===== config.mk =====
export PLATFORM = sky130hd
export DESIGN_NAME = issue_stage
export DESIGN_NICKNAME = d
export VERILOG_FILES = /design/src/rtl/issue_stage.sv
export SDC_FILE = /design/constraint.sdc
export NUM_CORES = 1
export LEC_CHECK = 0
export ABC_AREA = 1
export BUFFER_PORTS_ARGS = -buffer_cell sky130_fd_sc_hd__buf_4
export CORE_AREA = 2 2 182 184
export DETAILED_ROUTE_END_ITERATION = 8
export DIE_AREA = 0 0 184 186
export PLACE_DENSITY = 0.79
export SLEW_MARGIN = 20
export SYNTH_ARGS = -nofsm -noshare
export SYNTH_HDL_FRONTEND = slang
export SYNTH_SLANG_ARGS = --single-unit

===== constraint.sdc =====
create_clock -name clk -period 8.65 [get_ports clk]
set_clock_uncertainty 0.1 [all_clocks]
set_input_delay 0.865 -clock clk [delete_from_list [all_inputs] [get_ports clk]]
set_output_delay 0.865 -clock clk [all_outputs]
set_load 0.005 [all_outputs]

===== src/rtl/issue_stage.sv =====
// In-order dispatch/rename stage: pops one {pc,instr} per cycle, renames through a
// 16-entry register status table and issues to the ALU, MEM or BR reservation station.
module issue_stage #(
    parameter int TAGW = 4
) (
    input  logic                clk,
    input  logic                rst,
    input  logic                ib_empty,
    input  logic [31:0]         ib_data_out,
    output logic                ib_pop,
    input  logic [2:0]          rs_ready,
    input  logic [3*TAGW-1:0]   rs_tag,
    output logic [2:0]          rs_valid,
    output logic [3:0]          is_op,
    output logic [TAGW-1:0]     is_tag,
    output logic [15:0]         is_va,
    output logic [15:0]         is_vb,
    output logic [TAGW-1:0]     is_qa,
    output logic [TAGW-1:0]     is_qb,
    output logic [3:0]          is_imm,
    output logic [15:0]         is_pc,
    input  logic                cdb_valid,
    input  logic [TAGW-1:0]     cdb_tag,
    input  logic [15:0]         cdb_data,
    input  logic                br_done,
    output logic                halted
);

    typedef enum logic [1:0] {S_RUN, S_BR_WAIT, S_HALT} state_t;

    state_t          state_q;
    logic            halted_q;
    logic [15:0]     busy_q;
    logic [TAGW-1:0] src_q [16];
    logic [15:0]     val_q [16];

    logic [3:0]      op, rd, ra, rb;
    logic [2:0]      cls_oh;
    logic            has_rs, wr_rd, is_br, is_hlt, issue;
    logic [TAGW-1:0] tag_sel;

    assign op = ib_data_out[15:12];
    assign rd = ib_data_out[11:8];
    assign ra = ib_data_out[7:4];
    assign rb = ib_data_out[3:0];

    always_comb begin
        cls_oh = 3'b000;
        wr_rd  = 1'b0;
        is_br  = 1'b0;
        is_hlt = 1'b0;
        if (op <= 4'h7) begin
            cls_oh = 3'b001;
            wr_rd  = 1'b1;
        end else if (op == 4'h8) begin
            cls_oh = 3'b010;
            wr_rd  = 1'b1;
        end else if (op == 4'h9) begin
            cls_oh = 3'b010;
        end else if (op == 4'hC || op == 4'hD) begin
            cls_oh = 3'b100;
            is_br  = 1'b1;
        end else if (op == 4'hF) begin
            is_hlt = 1'b1;
        end
    end

    assign has_rs  = |cls_oh;
    assign tag_sel = cls_oh[2] ? rs_tag[3*TAGW-1:2*TAGW] :
                     cls_oh[1] ? rs_tag[2*TAGW-1:TAGW]   : rs_tag[TAGW-1:0];

    // NOP and HALT consume the FIFO head without needing a reservation station slot
    assign issue    = !rst && (state_q == S_RUN) && !ib_empty &&
                      (!has_rs || |(rs_ready & cls_oh));
    assign ib_pop   = issue;
    assign rs_valid = issue ? cls_oh : 3'b000;
    assign is_op    = op;
    assign is_tag   = tag_sel;
    assign is_imm   = rb;
    assign is_pc    = ib_data_out[31:16];
    assign halted   = halted_q;

    // Operand read with same-cycle CDB bypass; register 0 is hardwired to zero
    always_comb begin
        is_va = val_q[ra];
        is_qa = '0;
        if (ra == 4'd0) begin
            is_va = 16'h0000;
        end else if (busy_q[ra]) begin
            if (cdb_valid && cdb_tag == src_q[ra]) is_va = cdb_data;
            else                                   is_qa = src_q[ra];
        end
        is_vb = val_q[rb];
        is_qb = '0;
        if (rb == 4'd0) begin
            is_vb = 16'h0000;
        end else if (busy_q[rb]) begin
            if (cdb_valid && cdb_tag == src_q[rb]) is_vb = cdb_data;
            else                                   is_qb = src_q[rb];
        end
    end

    always_ff @(posedge clk) begin
        if (rst) begin
            state_q  <= S_RUN;
            halted_q <= 1'b0;
            busy_q   <= '0;
            for (int i = 0; i < 16; i++) begin
                src_q[i] <= '0;
                val_q[i] <= '0;
            end
        end else begin
            for (int i = 1; i < 16; i++) begin
                if (cdb_valid && busy_q[i] && src_q[i] == cdb_tag) begin
                    val_q[i]  <= cdb_data;
                    busy_q[i] <= 1'b0;
                end
            end
            // A rename in the same cycle wins over the CDB clearing the old producer
            if (issue && wr_rd && rd != 4'd0) begin
                busy_q[rd] <= 1'b1;
                src_q[rd]  <= tag_sel;
            end
            case (state_q)
                S_RUN: begin
                    if (issue && is_br) begin
                        state_q <= S_BR_WAIT;
                    end else if (issue && is_hlt) begin
                        state_q  <= S_HALT;
                        halted_q <= 1'b1;
                    end
                end
                S_BR_WAIT: if (br_done) state_q <= S_RUN;
                default: ;
            endcase
        end
    end

endmodule

==> metrics.csv <==
metric;value;unit
final period utilization;0.670;
sequential standard cell area;9510;um2
Post-Synth Adder-Cell Area;0;
asr flop ratio synth;0;
WP depth;14;
Worst Path Buf+Inv;3;
vias per cell;6.67;
CP Launch Type;input port;
DR vias;18700;
Finished Core Util;0.646;
root buf cell;clkbuf_16;
status;finished clean;
Peak Freq;172;MHz
Cell Chain, Critical Path;buf_4 -> clkinv_2 -> nand2_1 -> a21oi_1 -> a21oi_1 -> nand2_1 -> nand3_1 -> nand2_1 -> nor2_2 -> nand3_2 -> nand2_1 -> nand2_1 -> nor2_1 -> buf_4;
synth warn;0;
Die Wd;184;um
CTS Sinks;323;
Mean Syn Cell Area;8.04;um2
CP endpoint;is_vb[4];
CTS HTree Levels;2;
Top FF cell, synth;edfxtp_1;
final hold violations;0;
Num CTS Buffers;36;
number of synthesized flops with an enable pin;304;
Crit Path Class;input port to primary output;
Worst-Skew Late Latency;0.53;ns
multi-input combinational cell area;7840;um2
# hold bufs at CTS;0;
# port buffers;112;
total grt overflow;0;
largest family of logic cells by synthesized area;simple AND/OR/NAND/NOR gates;
Tightest Pin Transition;1.18;ns
Critical Path RT;7.69;ns
setup TNS;0;ns
Die Y;186;um
worst-path maximum fanout;36;
DRT Pass-1 Iters;9;
delay-heaviest family, CP;simple AND/OR/NAND/NOR gates;
Final Cell Area;20800;um2
Critical Path Start;ib_data_out[2];
Longest Clk Path Bufs;3;
CTS tree;yes;
Peak VDD IR;0.166;mV
GP Congestion;0.973;
starting DRC count in detailed routing;3393;
FF-to-FF setup slack;5.29;ns
pwr/cell area;188;nW/um2
r2r startpoint;src_q[2][1];
Min-Delay Path Class;register to register;
vias in the first global route;17700;
initial antenna violation count;0;
CP peak stage delay;0.81;ns
filler instances;2719;
maxcap violations;0;
synthesis-stage register bit count;323;
Worst EP arrival;4.83;ns
Yosys cell types;56;
WHS Path Cells;2;
Worst Hold Slack;0.356;ns
R2R depth;7;
largest net degree at the start of global routing;110;
Initial Util;0.594;
Total Wirelength;68.1;mm
Slew HR;0.211;
Residual DRC;0;
die area;34200;um2
RSZ-0062 raised after global routing;no;
Post-Syn Area;19100;um2
minimum clock period;5.80;ns
row count;66;
XOR/XNOR Fraction of Synth Area;0.00321;
share of the yosys chip area belonging to registers;0.497;
Area after DPL;19700;um2
Compound-Gate Fraction of Synth Area;0.163;
Area Growth Syn to Fin;8.75;%
Tot GR Track Use;0.397;
Critical Path End Type;primary output;
slowest stage cell, crit path;clkinv_2;
simple-gate portion of the synthesized area;0.241;
multiplexer area fraction after synthesis;0;
crit-path most repeated cell;nand2_1;
global-route wire length before repair;102;mm
final setup vio count;0;
Nets;2436;
pins over their slew limit;0;
ratio of cells with drive above 1 in the final layout;0.0971;
wire length per cell;24.3;um
Resized cells post-CTS;0;
diode count;0;
reg-to-reg endpoint;val_q[2][2];
synthesized instance count;2377;
LEAKAGE;8.41;nW
Core ar.;32200;um2
Clock Pin Slew Worst Setup and Hold Paths;0.06;ns
post-detail-place hpwl;43.1;mm
IO Pins;145;
post-route ant nets;0;
setup bufs post-CTS;0;
logic make-up (layout without fill, tap and decap cells):
kind of cell    after synthesis  in the layout
buf+inv                     397            407
simple gates               1129           1129
compound gates              520            520
other cells                   1              4
flops                       323            323
xor+xnor                      7              7
synth_stat cells (14+ instances only):
master,count,share of area
nand2_1,561,0.11
buf_4,42,0.016
a21oi_1,208,0.054
nand4_1,17,0.0056
o211ai_1,28,0.011
o21ai_1,24,0.0063
inv_2,14,0.0027
a31oi_1,14,0.0046
o22ai_1,19,0.0062
dfxtp_1,19,0.020
clkinv_1,22,0.0043
clkbuf_1,58,0.011
buf_2,62,0.016
o21ai_0,130,0.034
a221oi_1,24,0.011
inv_1,166,0.033
buf_1,19,0.0037
edfxtp_1,304,0.48
nand3_1,186,0.049
nor2_1,343,0.067
a32o_1,23,0.012
how the worst min path moves through the flow:
stage | slack, ns | to | start
6_report | 0.36 | busy_q[0] | busy_q[0]
5_1_grt | 0.38 | busy_q[0] | busy_q[0]
4_1_cts | 0.35 | busy_q[0] | busy_q[0]
3_5_place_dp | 0.34 | busy_q[0] | busy_q[0]
3_3_place_gp | 0.33 | busy_q[0] | busy_q[0]
2_1_floorplan | 0.32 | busy_q[0] | busy_q[0]
report_power, final:
group / switching [mW] / total, mW / leakage [nW] / internal, mW
registers: 0.0398 / 1.82 / 3.26 / 1.78
logic: 0.425 / 0.604 / 4.61 / 0.179
clock network: 0.630 / 1.47 / 0.535 / 0.845
total: 1.09 / 3.90 / 8.41 / 2.80
layout by cell type, fill, tap and decap left out, types with 5 or more instances in the layout:
| cell | instances |
|---|---|
| o22ai_1 | 19 |
| inv_1 | 166 |
| a21oi_1 | 208 |
| clkbuf_16 | 37 |
| inv_2 | 13 |
| clkbuf_1 | 8 |
| a2111oi_0 | 5 |
| nand4_1 | 17 |
| a221oi_2 | 5 |
| nor2_4 | 5 |
| a32oi_1 | 9 |
| o31ai_1 | 7 |
| nand2_1 | 561 |
| o21ai_1 | 24 |
| nand3_1 | 186 |
| buf_4 | 135 |
| o21ai_0 | 130 |
| clkinv_2 | 5 |
| nor2_2 | 5 |
| a211oi_1 | 5 |
| a221oi_1 | 20 |
| o211ai_1 | 28 |
| a31oi_1 | 14 |
| xnor2_1 | 6 |
| nor2_1 | 343 |
| a32o_1 | 23 |
| clkinv_1 | 30 |
| dfxtp_1 | 19 |
| edfxtp_1 | 304 |
flip-flops by register name (all words and copies together), names as in the netlist:
name     flops
busy_q      16
state_q      2
val_q      240
src_q       64
halted       1
worst min-delay path: stages (launching register included):
cell and delay [ns]:
dfxtp_1 0.33, inv_1 0.06, nor2_1 0.03
area by class of cell:
class / instances / area share
Sequential cell: 323 / 0.457
Multi-Input combinational cell: 1660 / 0.377
Timing Repair Buffer: 137 / 0.0498
Clock buffer: 45 / 0.0460
Inverter: 206 / 0.0379
Tap cell: 408 / 0.0246
Clock inverter: 19 / 0.00728
per-layer routing:
layer | wire, um | up-vias | track usage
li1 | - | 8051 | -
met2 | 29800 | 1645 | 0.621
met5 | 0 | - | 0
met4 | 5040 | 0 | 0.252
met1 | 23300 | 8573 | 0.490
met3 | 9950 | 388 | 0.110
per-stage QoR:
stage          setup slack, ns  cells  power (mW)
6_report                  2.85   2798        3.90
5_1_grt                   2.65   2798        4.00
4_1_cts                   3.09   2798        3.87
3_5_place_dp              3.11   2734        2.43
3_3_place_gp              3.28   2734        2.41
2_1_floorplan             4.80   2380        2.21
(Power assumes the default switching activity.)
